$ cat src/rtl/pdm_mic_capture.sv
// PDM mic front end: mic clock, 2-flop capture, 3rd-order CIC (20-bit) to saturated 16-bit PCM; strobe 4 cycles after the last tick of a window.
// No backpressure: fifo_full_i in the strobe cycle drops the sample and counts it. `define PDM_DCBLOCK_EN adds a DC-block stage (+1 cycle).
module pdm_mic_capture #(
    parameter int CLK_DIV = 16,
    parameter int DECIM   = 64
) (
    input  logic        clk_osc,
    input  logic        reset_n_HFCLKOUT,
    input  logic        enable_i,
    input  logic        mic_pdm_data_i,
    output logic        mic_clk_o,
    output logic [15:0] pcm_data_o,
    output logic        pcm_vld_o,
    input  logic        fifo_full_i,
    output logic        overflow_o,
    output logic [15:0] drop_cnt_o
);
    localparam int DIVW  = $clog2(CLK_DIV);
    localparam int DECW  = $clog2(DECIM);
    localparam int SHIFT = 3 * DECW - 15;
    localparam logic [DIVW-1:0] DIV_LAST = DIVW'(CLK_DIV - 1);
    localparam logic [DIVW-1:0] DIV_HALF = DIVW'(CLK_DIV / 2);
    localparam logic [DECW-1:0] DEC_LAST = DECW'(DECIM - 1);

    typedef struct packed {
        logic [DIVW-1:0]    div;
        logic               mic_clk;
        logic [1:0]         sync;
        logic [DECW-1:0]    dec;
        logic signed [19:0] i1;
        logic signed [19:0] i2;
        logic signed [19:0] i3;
        logic signed [19:0] i3_dly;
        logic signed [19:0] c1;
        logic signed [19:0] c1_dly;
        logic signed [19:0] c2;
        logic signed [19:0] c2_dly;
        logic [3:0]         dv;
        logic [1:0]         warm;
        logic [15:0]        pcm;
        logic               vld;
        logic               ovf;
        logic [15:0]        drop_cnt;
`ifdef PDM_DCBLOCK_EN
        logic signed [15:0] hp_x;
        logic signed [15:0] hp_xprev;
        logic signed [23:0] hp_y;
        logic               hp_go;
`endif
    } state_t;

    function automatic logic signed [15:0] sat16(input logic signed [23:0] v);
        if (v > 24'sd32767)       return 16'sh7fff;
        else if (v < -24'sd32768) return 16'sh8000;
        else                      return v[15:0];
    endfunction

    state_t             st_q, st_d;
    logic               tick, dec_tick, drop;
    logic signed [19:0] x, i1_n, i2_n, i3_n, c3;
    logic signed [23:0] scaled;
    logic signed [15:0] sat_v;
`ifdef PDM_DCBLOCK_EN
    logic signed [23:0] hp_y;
`endif

    // Negative shift only arises for small DECIM, where the comb output needs scaling up.
    generate
        if (SHIFT >= 0) begin : g_shr
            assign scaled = $signed({{4{c3[19]}}, c3}) >>> SHIFT;
        end else begin : g_shl
            assign scaled = $signed({{4{c3[19]}}, c3}) <<< (-SHIFT);
        end
    endgenerate

    always_comb begin
        tick     = (st_q.div == DIV_LAST);
        dec_tick = tick && (st_q.dec == DEC_LAST);
        x        = st_q.sync[1] ? 20'sd1 : -20'sd1;
        i1_n     = st_q.i1 + x;
        i2_n     = st_q.i2 + i1_n;
        i3_n     = st_q.i3 + i2_n;
        c3       = st_q.c2 - st_q.c2_dly;
        sat_v    = sat16(scaled);
        drop     = st_q.vld && enable_i && fifo_full_i;
`ifdef PDM_DCBLOCK_EN
        hp_y     = 24'($signed(st_q.hp_x)) - 24'($signed(st_q.hp_xprev))
                 + $signed(st_q.hp_y) - ($signed(st_q.hp_y) >>> 8);
`endif

        st_d         = st_q;
        st_d.div     = tick ? '0 : st_q.div + 1'b1;
        st_d.mic_clk = (st_d.div < DIV_HALF);
        st_d.sync    = {st_q.sync[0], mic_pdm_data_i};
        st_d.vld     = 1'b0;
        st_d.dv      = {st_q.dv[2:0], dec_tick};
        if (tick) begin
            st_d.i1  = i1_n;
            st_d.i2  = i2_n;
            st_d.i3  = i3_n;
            st_d.dec = st_q.dec + 1'b1;
        end
        if (st_q.dv[0]) begin
            st_d.c1     = st_q.i3 - st_q.i3_dly;
            st_d.i3_dly = st_q.i3;
        end
        if (st_q.dv[1]) begin
            st_d.c2     = st_q.c1 - st_q.c1_dly;
            st_d.c1_dly = st_q.c1;
        end
`ifdef PDM_DCBLOCK_EN
        if (st_q.dv[2]) begin
            st_d.c2_dly = st_q.c2;
            st_d.hp_x   = sat_v;
            st_d.hp_go  = (st_q.warm == 2'd3);
            if (st_q.warm != 2'd3) st_d.warm = st_q.warm + 2'd1;
        end
        if (st_q.dv[3]) begin
            st_d.hp_xprev = st_q.hp_x;
            st_d.hp_y     = hp_y;
            if (st_q.hp_go) begin
                st_d.pcm = sat16(hp_y);
                st_d.vld = 1'b1;
            end
        end
`else
        if (st_q.dv[2]) begin
            st_d.c2_dly = st_q.c2;
            if (st_q.warm == 2'd3) begin
                st_d.pcm = sat_v;
                st_d.vld = 1'b1;
            end else begin
                st_d.warm = st_q.warm + 2'd1;
            end
        end
`endif
        if (drop) begin
            st_d.ovf = 1'b1;
            if (st_q.drop_cnt != 16'hffff) st_d.drop_cnt = st_q.drop_cnt + 16'd1;
        end
        if (!enable_i) st_d = '0;
    end

    always_ff @(posedge clk_osc or negedge reset_n_HFCLKOUT) begin
        if (!reset_n_HFCLKOUT) st_q <= '0;
        else                   st_q <= st_d;
    end

    // fifo_full_i and enable_i gate the strobe in the strobe cycle itself.
    assign mic_clk_o  = st_q.mic_clk;
    assign pcm_data_o = st_q.pcm;
    assign pcm_vld_o  = st_q.vld && enable_i && !fifo_full_i;
    assign overflow_o = st_q.ovf;
    assign drop_cnt_o = st_q.drop_cnt;
endmodule

$ cat config.mk
export PLATFORM = sky130hd
export DESIGN_NAME = pdm_mic_capture
export DESIGN_NICKNAME = d
export VERILOG_FILES = /design/src/rtl/pdm_mic_capture.sv
export SDC_FILE = /design/constraint.sdc
export NUM_CORES = 1
export LEC_CHECK = 0
export ABC_AREA = 1
export CAP_MARGIN = 20
export CELL_PAD_IN_SITES_DETAIL_PLACEMENT = 1
export CELL_PAD_IN_SITES_GLOBAL_PLACEMENT = 2
export CORE_UTILIZATION = 34
export DETAILED_ROUTE_END_ITERATION = 12
export HOLD_SLACK_MARGIN = 0.15
export PLACE_DENSITY = 0.81
export SLEW_MARGIN = 20
export SYNTH_ARGS = -nofsm -noshare
export SYNTH_HDL_FRONTEND = slang
export SYNTH_SLANG_ARGS = --single-unit
$ cat constraint.sdc
create_clock -name clk_osc -period 4.4 [get_ports clk_osc]
set_clock_uncertainty 0.15 [all_clocks]
set_input_delay 0.88 -clock clk_osc [delete_from_list [all_inputs] [get_ports clk_osc]]
set_output_delay 0.88 -clock clk_osc [all_outputs]
set_load 0.005 [all_outputs]
Yosys cells after proc, flatten, opt, wreduce, memory -nomap -nowiden
Cells that the tools add are included.

storage, ports and cells
  input port bits = 5
  output and inout bits = 35
  logic and storage cells = 65
  register bits = 212

operators by class
  reductions and logical operators = 8
  magnitude comparators = 3
  eq/ne operators = 12
  muxes and demuxes = 14
  $add $sub $neg = 10

operator list
  operator                                                                        number
  213-bit two-way mux                                                             1
  40-bit two-way mux                                                              2
  66-bit two-way mux                                                              1
  20-bit adder                                                                    3
  20-bit subtractor                                                               3
  16-bit two-way mux                                                              3
  20-bit two-way mux                                                              2
  17-bit two-way mux                                                              2
  19-bit two-way mux                                                              1
  17-bit by 16-bit > comparator with 1-bit output, second input constant          1
  17-bit by 16-bit less-than comparator with 1-bit output, second input constant  1
  16-bit by 1-bit adder with 16-bit output, second input constant                 1
  16-bit inequality test, second input constant                                   1
  2-bit by 1-bit inequality test with 1-bit output, second input constant         7
  6-bit by 1-bit adder with 6-bit output, second input constant                   1
  6-bit == test, second input constant                                            1
  2-bit AND reduction                                                             3
  4-bit by 1-bit adder with 4-bit output, second input constant                   1
  4-bit == test, second input constant                                            1
  1-bit logical AND                                                               4
  4-bit less-than comparator, second input constant                               1
  4-bit two-way mux                                                               1
  2-bit by 1-bit adder with 2-bit output, second input constant                   1
  2-bit == test, second input constant                                            1
  3 further kinds                                                                 3

Longest topological paths before layout
Gate-level depths: netlist (run 1).

  depth in word-level cells = 7
  depth in mapped cells = 33

Worst setup path before layout (run 1)
OpenSTA, ideal clock, no wires.

  kind = register to register
  start = reg st_q[207] in the netlist's numbering
  end = reg st_q[159] in the netlist's numbering
  arrival = 4.400 ns
  cell stages (with the launch flop) = 34
  required time = 4.184 ns
  setup time = 0.066 ns
  period minus slack after synthesis = 4.616 ns
  path slack = -0.216 ns
  path through = dfrtp_1 -> inv_1 -> ha_1 -> a21oi_1 -> nand2_1 -> nand2_1 -> nand3_1 -> nand2_1 -> o21ai_1 -> nand2_1 -> nand2_1 -> nand3_1 -> nand2_1 -> xnor2_1 -> inv_1 -> ha_1 -> nand2_1 -> nor2_1 -> inv_1 -> o21bai_1 -> nand2_1 -> nand2_1 -> xor2_1 -> inv_1 -> ha_1 -> a21oi_1 -> o31ai_1 -> a21oi_1 -> o21ai_0 -> a31oi_1 -> inv_1 -> nand3_1 -> nand3_1 -> nand2_1

between the ends
  longest elaborated chain between the ends = 6

ends and longest elaborated chain
  what                    line  RTL
  start, declared         58    state_t st_q, st_d;
  start signal, assigned  146   else st_q <= st_d;
  20-bit two-way mux      79    x = st_q.sync[1] ? 20'sd1 : -20'sd1;
  20-bit adder            80    i1_n = st_q.i1 + x;
  20-bit adder            81    i2_n = st_q.i2 + i1_n;
  20-bit adder            82    i3_n = st_q.i3 + i2_n;
  66-bit two-way mux      97    if (tick) begin
  213-bit two-way mux     141   if (!enable_i) st_d = '0;

Every way passes these cells. The select of a mux whose other input is x is not followed.
A chain may end at the register's enable or synchronous reset.

Worst setup path after layout (run 1)
  start = reg st_q[207] in the netlist's numbering
  end = reg st_q[158] in the netlist's numbering

The elaborated chain is that of the path after synthesis.

==> run_results.csv, run 1 <==
group,metric,value,unit
synth,synth.cell_area,14200,um2
setup_path,crit_slowest_cell,"dfrtp_1",
synth,synthSimpleGateAreaFrac,19.0,%
setup_path,crit_path_start_kind,"flip-flop",
placed_design,port-buffer-count,39,
sta,rsz0062_at_grt,"true",
setup_path,worstSetupPathType,"reg2reg",
synth,synthAdderAreaFrac,11.0,%
die,rows,74,
finish,n_antenna_cell,0,
setup_path,path_depth,27,
clock_network,holdBufCountCts,0,
sta,hold_violations,0,
sta,slew_headroom,46.2,%
synth,synth_warnings,0,
synth,netlist_top_cells_area,"dfrtp_1 37%, ha_1 10%, nand2_1 9.3%, inv_1 6.6%, a21oi_1 4.9%",
drt,ant_nets,0,
setup_path,critical-path-max-stage-delay,0.41,ns
clock_network,clock_latency,0.55,ns
setup_path,cp_common_cell,"ha_4",
finish,final_common_cell,"nand2_1",
synth,yosys.area.top_type,"dfrtp_1",
synth,synth-edff-count,0,
grt,grt_usage,20.4,%
placed_design,hpwlAfterDp,31.7,mm
drt,vias_per_cell,5.25,
synth,yosysSeqAreaShare,37.3,%
power_and_ir_drop,ir_worst_vdd,228,uV
finish,final_layout_size_suffix_gt1_share,24.5,%
finish,mostFrequentLayoutCells,"318 x nand2_1, 232 x inv_1, 212 x dfrtp_1, 190 x buf_4, 115 x o21ai_0",
grt,grt_pass1_vias,14005,
synth,synth.mux.area_fraction,0.0704,%
finish,fin_nets,2117,
synth,synth_compound_area_share,19.0,%
sta,min_period,5.05,ns
finish,fin_cells,2541,
sta,hold_slack,0.231,ns
clock_network,cts_tree,"done",
sta,min_period_over_period,115,%
clock_network,clk_pin_slew,0.06,ns
setup_path,cp.arrival,5.36,ns
synth,synth-xor-area-share,4.00,%
synth,yosys_register_bits,212,
setup_path,rr_startpoint,"st_q[207]$_DFF_PN0_",
die,start_util,34.7,%
synth,avgSynthCellArea,7.92,um2
clock_network,cts_root_buffer,"clkbuf_16",
flow_run,maxCapViolCount,0,
setup_path,rr_worst_depth,27,
drt,drt-wirelength-per-cell,17.9,um
setup_path,end_kind,"flip-flop",
sta,timing.fmax,198,MHz
clock_network,h-tree-depth,1,
placed_design,dpl.cell_count,2460,
power_and_ir_drop,p_leak,9.15,nW
setup_path,path_delay_family,"simple AND/OR/NAND/NOR gates",
finish,design_area,18800,um2
synth,syn_inst,1795,
setup_path,worst-endpoint-required,4.71,ns
sta,tightest_slew,0.806,ns
power_and_ir_drop,total_power,4.69,mW
die,core,41000,um2
grt,grt_antenna_before_repair,0,
grt,grt_first_pass_wirelength,71.0,mm
clock_network,cts_buffer_depth,3,
drt,drt_first_pass_iters,8,
placed_design,place.gp.congestion,0.895,
grt,grt.overflow.total,0,
drt,wl,45.5,mm
clock_network,cts-buffers-inserted,26,
drt,route.vias.total,13346,
finish,synthToLayoutAreaGrowth,32.0,%
drt,drt_iter0_drc,736,
run_status,status,"complete, but fails checks",
synth,synth_top_family_by_area,"compound AO/OA/AOI/OAI gates",
grt,grt_start_max_net_pins,100,
die,fp.dieH,206,um
setup_path,rrSetupSlack,-0.65,ns
sta,setup_ws,-0.654,ns
synth,synth_flop_cell,"dfrtp_1",
setup_path,crit_buf_inv,6,
run_status,violations,"design-rule violations, negative setup slack",
setup_path,worst-path-max-fanout,6,
setup_path,crit_path_start,"st_q[207]$_DFF_PN0_",
die,die_area,42600,um2
synth,netlist.area_leader.share,37.3,%
synth,synth_cell_types,54,
drt,drcViolationCount,9,
synth,synthArstFlopShare,100,%
sta,drv_slew,0,
placed_design,dpl_cell_area,16300,um2
setup_path,endpoint,"st_q[158]$_DFFE_PN0P_",
clock_network,cts.sinks,212,
worst_hold_path,worst_hold_path_type,"in2async",
synth,synth_nets,1922,
sta,setup_viol_count_final,10,
die,die-width,206,um
die,io_pins,40,
power_and_ir_drop,power_density,250,nW/um2
setup_path,r2r_end,"st_q[158]$_DFFE_PN0P_",
==> worst min path at each step <==
stage	end	slack (ns)
after floorplan	st_q[207]$_DFF_PN0_	0.26
after global placement	st_q[207]$_DFF_PN0_	0.29
after detailed placement	st_q[207]$_DFF_PN0_	0.28
after CTS	pcm_data_o[9]$_DFFE_PN0P_	0.26
after global routing	st_q[53]$_DFFE_PN0P_	0.29
final	pcm_data_o[12]$_DFFE_PN0P_	0.23
==> cell families after synthesis <==
family,after synthesis
flip-flops,212
AND/OR/NAND/NOR,614
adder cells (fa/ha/maj),122
buffers and inverters,323
XOR/XNOR,64
AO/OA/AOI/OAI,459
multiplexers,1
==> power by group <==
| part | switching, mW | internal [mW] | total [mW] |
|---|---|---|---|
| registers | 0.00269 | 1.95 | 1.96 |
| clock network | 0.893 | 1.42 | 2.31 |
| logic | 0.259 | 0.163 | 0.421 |
==> per-layer routing <==
layer  vias to the layer above  track usage [%]  share of wire (%)
met5                         -                0                  0
met4                         0             3.41                2.0
met3                        71             2.44                2.6
met2                       170             36.3                 50
met1                      6687             26.5                 45
li1                       6418                -                  -
==> flip-flops by register name, summed over array words and instances, names as in the netlist <==
| signal | cells |
|---|---|
| pcm_data_o | 16 |
| overflow_o | 1 |
| mic_clk_o | 1 |
| st_q | 178 |
| drop_cnt_o | 16 |
==> Yosys cell counts (10+ instances only) <==
master	number
inv_1	249
o211ai_2	10
o22ai_1	55
xor2_1	42
o21ai_0	139
buf_4	32
clkbuf_1	27
o21ai_1	19
a21o_1	10
nor2_1	88
o31ai_1	22
a22o_1	23
ha_1	117
nand3_1	87
nand2_1	351
nand3_2	10
xnor2_1	21
nor3_1	21
a21oi_1	140
dfrtp_1	212
nand4_1	23
a31oi_1	11
==> area by class of cell <==
class,count,area [um2]
Inverter,252,953
Clock inverter,11,170
Sequential cell,212,5310
Tap cell,532,666
Clock buffer,36,748
Multi-Input combinational cell,1260,8970
Fill cell,4831,22300
Timing Repair Buffer,238,1950
==> metrics by stage <==
stage | TNS (ns) | util (%) | setup slack, ns
2_1_floorplan | -0.287 | - | -0.148
3_3_place_gp | -3.53 | 39.6 | -0.924
3_5_place_dp | -5.26 | 39.6 | -1.07
4_1_cts | -1.84 | 43.4 | -0.463
5_1_grt | -6.25 | 45.8 | -0.982
6_report | -3.16 | 45.8 | -0.654
==> timing repair <==
| action | 4_1_cts | 5_1_grt |
|---|---|---|
| setup buffers | 9 | 24 |
| setup endpoints to repair | 14 | 15 |
| gates resized for setup | 104 | 150 |
| endpoints found under the hold margin | 0 | 0 |
| pin swaps | 39 | 75 |
| cloned | 0 | 1 |
Power figures use the tool's default switching activity.
==> run 2, diff against run 1 <==
- PLACE_DENSITY: 0.81 -> default
- PLACE_DENSITY_LB_ADDON: default -> 0.3
==> run 2 against run 1 <==
  * The run still ends with design-rule violations, negative setup slack left
  * Clock power decreased by 7%
  * Core utilization down 1.1 points
  * Cell count up 0.24%
  * Total power fell by 4.2%
  * Critical path type unchanged
==> run_results.csv, run 2 (synthesis gave the netlist of run 1 again) <==
group,metric,value,unit
run_status,status,"complete, but fails checks",
run_status,violations,"design-rule violations, negative setup slack",
drt,ant_nets,0,
drt,drt-wirelength-per-cell,16.8,um
sta,setup_ws,-0.543,ns
drt,route.vias.total,12994,
setup_path,worst-endpoint-required,4.70,ns
sta,hold_violations,0,
sta,min_period_over_period,112,%
setup_path,crit_path_start_kind,"flip-flop",
clock_network,h-tree-depth,1,
placed_design,port-buffer-count,39,
flow_run,maxCapViolCount,0,
clock_network,cts_tree,"done",
power_and_ir_drop,p_seq_share,43.5,%
grt,grt_antenna_before_repair,0,
die,die-width,206,um
grt,grt_usage,19.9,%
sta,drv_slew,0,
setup_path,end_kind,"flip-flop",
finish,n_antenna_cell,0,
placed_design,dpl.cell_count,2476,
clock_network,clk_pin_slew,0.06,ns
clock_network,holdBufCountCts,0,
sta,min_period,4.94,ns
sta,timing.fmax,202,MHz
grt,grt_first_pass_wirelength,69.5,mm
die,io_pins,40,
finish,design_area,18300,um2
sta,rsz0062_at_grt,"true",
power_and_ir_drop,clkPwrFrac,47.8,%
die,fp.dieH,206,um
finish,synthToLayoutAreaGrowth,28.7,%
finish,regArea,5310,um2
setup_path,rr_worst_depth,25,
drt,drcViolationCount,5,
drt,vias_per_cell,5.10,
placed_design,dpl_cell_area,16400,um2
finish,nFillCells,4844,
finish,largest_reg_flops,178,
setup_path,rr_startpoint,"st_q[207]$_DFF_PN0_",
setup_path,worstSetupPathType,"reg2reg",
die,die_area,42600,um2
drt,wl,42.8,mm
drt,drt_first_pass_iters,9,
setup_path,rrSetupSlack,-0.54,ns
clock_network,cts_buffer_depth,3,
drt,drt_iter0_drc,473,
sta,setup_viol_count_final,9,
clock_network,cts.sinks,212,
placed_design,place.gp.congestion,0.858,
sta,tightest_slew,0.903,ns
finish,final_common_cell,"nand2_1",
finish,final_layout_size_suffix_gt1_share,22.5,%
power_and_ir_drop,p_int,3.37,mW
grt,grt_pass1_vias,13506,
power_and_ir_drop,p_leak,9.06,nW
setup_path,cp.arrival,5.24,ns
setup_path,r2r_end,"st_q[159]$_DFFE_PN0P_",
power_and_ir_drop,switching_power,1.13,mW
die,rows,74,
power_and_ir_drop,ir_worst_vdd,201,uV
clock_network,cts_root_buffer,"clkbuf_16",
die,start_util,34.7,%
finish,fin_nets,2125,
setup_path,worst-path-max-fanout,11,
finish,fin_cells,2547,
worst_hold_path,worst_hold_path_type,"in2async",
clock_network,clock_latency,0.57,ns
clock_network,cts-buffers-inserted,27,
die,core,41000,um2
sta,slew_headroom,39.8,%
power_and_ir_drop,switching_share,25.1,%
finish,multi_input_area,8540,um2
power_and_ir_drop,total_power,4.50,mW
finish,final_util,44.6,%
placed_design,hpwlAfterDp,31.8,mm
power_and_ir_drop,power_density,246,nW/um2
power_and_ir_drop,combinationalPowerShare,8.6,%
grt,grt.overflow.total,0,
finish,regMostFlops,"st_q",
grt,grt_start_max_net_pins,108,
finish,mostFrequentLayoutCells,"328 x nand2_1, 237 x inv_1, 212 x dfrtp_1, 197 x buf_4, 121 x o21ai_0",
## run 2: critical path, cell delays in order (launching register included)
cell and delay, ns:
dfrtp_1 0.41, clkinvlp_4 0.14, buf_8 0.17, buf_4 0.16, ha_1 0.33, nand2_2 0.10
nor4_4 0.38, nand4_1 0.26, nand3_2 0.20, xor2_4 0.21, ha_4 0.24, a21oi_1 0.18
o31ai_1 0.11, a21oi_1 0.17, o211ai_1 0.16, xor2_1 0.18, ha_1 0.35, inv_1 0.09
nor3_2 0.15, nand4_1 0.16, o21ai_1 0.18, a31oi_1 0.07, inv_1 0.09, nand3_2 0.06
nand3_2 0.06, nand2_1 0.05
## run 2: metal layers
| layer | vias to the layer above | share of wire, % | GRT usage [%] |
|---|---|---|---|
| li1 | 6440 | - | - |
| met3 | 52 | 2.3 | 2.14 |
| met5 | - | 0 | 0 |
| met2 | 114 | 49 | 34.5 |
| met1 | 6388 | 47 | 26.8 |
| met4 | 0 | 1.7 | 3.78 |
## run 2: worst max path at each step
stage	startpoint	endpoint
4_1_cts	st_q[207]$_DFF_PN0_	st_q[158]$_DFFE_PN0P_
2_1_floorplan	st_q[207]$_DFF_PN0_	st_q[159]$_DFFE_PN0P_
3_5_place_dp	st_q[207]$_DFF_PN0_	st_q[159]$_DFFE_PN0P_
3_3_place_gp	st_q[207]$_DFF_PN0_	st_q[159]$_DFFE_PN0P_
6_report	st_q[207]$_DFF_PN0_	st_q[159]$_DFFE_PN0P_
5_1_grt	st_q[207]$_DFF_PN0_	st_q[159]$_DFFE_PN0P_
## run 2: per-stage QoR
step / hold slack (ns) / setup TNS [ns] / worst slack, ns
4_1_cts: 0.259 / -2.43 / -0.501
5_1_grt: 0.303 / -5.68 / -0.900
2_1_floorplan: 0.263 / -0.287 / -0.148
6_report: 0.205 / -2.08 / -0.543
3_5_place_dp: 0.305 / -5.54 / -1.05
3_3_place_gp: 0.299 / -3.76 / -0.963
## run 2: cell type report
| type | instances | share of cell area [%] |
|---|---|---|
| clock inverters | 10 | 0.492 |
| flip-flops and latches | 212 | 29.0 |
| repair buffers | 245 | 10.8 |
| multi-input cells | 1260 | 46.7 |
| inverters | 252 | 5.20 |
| well taps | 532 | 3.64 |
| clock buffers | 36 | 4.15 |
## run 2: power by group through the flow
stage	clock (mW)	sequential (mW)	combinational (mW)
2_1_floorplan	0	1.99	0.147
3_3_place_gp	0	1.99	0.320
3_5_place_dp	0	1.99	0.329
4_1_cts	2.22	1.96	0.356
5_1_grt	2.28	1.96	0.428
6_report	2.15	1.96	0.388
## run 2: timing repair
action                                  CTS  global route
pin swaps                                30            59
setup buffers                            10            15
resized for setup                        72           114
endpoints found under the setup margin   14            15
==> run 3, diff against run 2 <==
- HOLD_SLACK_MARGIN: 0.15 -> 0.02
- PLACE_DENSITY_LB_ADDON: 0.3 -> 0.1
==> run 3 against run 2 <==
  * The run still ends with design-rule violations, negative setup slack left
  * Sequential power barely moved
  * Maximum frequency is 0.56% lower
  * Largest cell class unchanged
  * First-iteration DRC count grew 22%
  * Global-route usage rose by 1.1 points
  * Critical endpoint unchanged
  * Total power grew 4.8%
==> run_results.csv, run 3 (synthesis gave the netlist of run 1 again) <==
group,metric,value,unit
grt,grt_pass1_vias,13740,
placed_design,hpwlAfterDp,32.7,mm
grt,grt_first_pass_wirelength,72.5,mm
clock_network,cts-buffers-inserted,27,
clock_network,cts_buffer_depth,3,
flow_run,maxCapViolCount,0,
finish,final_layout_size_suffix_gt1_share,24.4,%
sta,setup_viol_count_final,12,
clock_network,clk_pin_slew,0.06,ns
power_and_ir_drop,p_leak,9.24,nW
finish,synthToLayoutAreaGrowth,31.3,%
placed_design,port-buffer-count,39,
drt,route.vias.total,13017,
setup_path,cp_common_cell,"nand2_1",
sta,rsz0062_at_grt,"true",
drt,drt_iter0_drc,576,
run_status,status,"complete, but fails checks",
setup_path,crit_slowest_cell,"dfrtp_1",
setup_path,worst-path-max-fanout,5,
clock_network,cts_tree,"done",
setup_path,crit_path_start_kind,"flip-flop",
clock_network,clock_latency,0.57,ns
finish,mostFrequentLayoutCells,"322 x nand2_1, 237 x inv_1, 220 x buf_4, 212 x dfrtp_1, 117 x o21ai_0",
run_status,violations,"design-rule violations, negative setup slack",
drt,drt-wirelength-per-cell,17.4,um
grt,grt_usage,21.1,%
finish,fin_nets,2143,
clock_network,h-tree-depth,1,
sta,timing.fmax,201,MHz
power_and_ir_drop,power_density,252,nW/um2
finish,final_common_cell,"nand2_1",
clock_network,holdBufCountCts,0,
grt,grt_start_max_net_pins,82,
die,start_util,34.7,%
setup_path,cp.arrival,5.28,ns
finish,largest_reg_flops,178,
drt,vias_per_cell,5.07,
finish,n_antenna_cell,0,
setup_path,critical-path-max-stage-delay,0.40,ns
clock_network,cts_root_buffer,"clkbuf_16",
die,die-width,206,um
drt,wl,44.6,mm
drt,ant_nets,0,
sta,hold_slack,0.148,ns
placed_design,place.gp.congestion,0.892,
power_and_ir_drop,ir_worst_vdd,226,uV
sta,min_period,4.97,ns
die,io_pins,40,
setup_path,worstSetupPathType,"reg2reg",
die,fp.dieH,206,um
drt,drcViolationCount,11,
sta,min_period_over_period,113,%
sta,tightest_slew,0.773,ns
worst_hold_path,worst_hold_path_type,"in2async",
sta,drv_slew,0,
setup_path,worst-endpoint-required,4.70,ns
grt,grt_antenna_before_repair,0,
power_and_ir_drop,total_power,4.71,mW
setup_path,rrSetupSlack,-0.57,ns
sta,slew_headroom,48.4,%
setup_path,end_kind,"flip-flop",
drt,drt_first_pass_iters,8,
grt,grt.overflow.total,0,
clock_network,cts.sinks,212,
sta,setup_ws,-0.571,ns
die,die_area,42600,um2
sta,hold_violations,0,
die,rows,74,
finish,regMostFlops,"st_q",
die,core,41000,um2
==> run 3: changes by cell type in the layout (fill, tap and decap cells not counted), moves of 5 or more <==
| cell | previous run | this run |
|---|---|---|
| clkinvlp_4 | 1 | 6 |
| nand2_2 | 24 | 32 |
| a21oi_1 | 114 | 109 |
| buf_4 | 197 | 220 |
| buf_6 | 7 | 2 |
| nand2_1 | 328 | 322 |
==> run 3: final timing paths <==
kind,from,end,cells past startpoint
hold / removal,reset_n_HFCLKOUT,pcm_data_o[13]$_DFFE_PN0P_,1
setup / recovery,st_q[207]$_DFF_PN0_,st_q[159]$_DFFE_PN0P_,31
hold reg to reg,st_q[206]$_DFF_PN0_,st_q[207]$_DFF_PN0_,2
min in group clk_osc,st_q[206]$_DFF_PN0_,st_q[207]$_DFF_PN0_,2
max in group asynchronous,reset_n_HFCLKOUT,st_q[204]$_DFFE_PN0P_,2
setup reg to reg,st_q[207]$_DFF_PN0_,st_q[159]$_DFFE_PN0P_,31
==> run 3: critical path, delay by kind of cell (launching register included) <==
family	cells	cell delay (ns)
DFF	1	0.40
xor gates and xnor gates	2	0.41
adders and majority gates	3	0.85
buffers and inverters	6	0.75
and+or+nand+nor	14	1.50
AOI/OAI and AO/OA	6	0.79
==> run 3: final cells by class <==
| cell class | instances | area (um2) |
|---|---|---|
| timing repair buffer | 263 | 2100 |
| sequential | 212 | 5310 |
| clock buffer | 33 | 728 |
| multi-input combinational | 1260 | 8700 |
| tap | 532 | 666 |
| clock inverter | 15 | 204 |
| fill | 4886 | 22400 |
| inverter | 252 | 953 |
==> run 3: layer usage <==
metal  track usage (%)  vias to the layer above  part of all wire, %
met2              36.0                       96                   48
met1              28.7                     6403                   48
met5                 0                        -                    0
met4              4.12                        0                  1.7
met3              2.24                       44                  1.9
li1                  -                     6474                    -
==> run 3: power breakdown <==
group	switching (mW)	internal, mW
Sequential	0.00241	1.95
Clock	0.934	1.41
Combinational	0.245	0.160
Total	1.18	3.53
==> run 3: timing repair <==
item,CTS,global route
endpoints found under the setup margin,16,15
pin swaps,49,53
cloned,0,0
gates resized for setup,118,99
setup buffers,20,14
==> run 3: per-stage QoR <==
step	cells	setup TNS [ns]	utilization (%)	setup WS (ns)	instance area (um2)
final	2567	-3.12	45.5	-0.571	18700
after detailed placement	2485	-6.89	40.1	-0.973	16400
after global routing	2567	-6.42	45.5	-0.925	18700
after global placement	2485	-6.03	40.1	-0.984	16400
after floorplan	1795	-0.287	-	-0.148	14300
after CTS	2553	-1.92	44.1	-0.505	18100
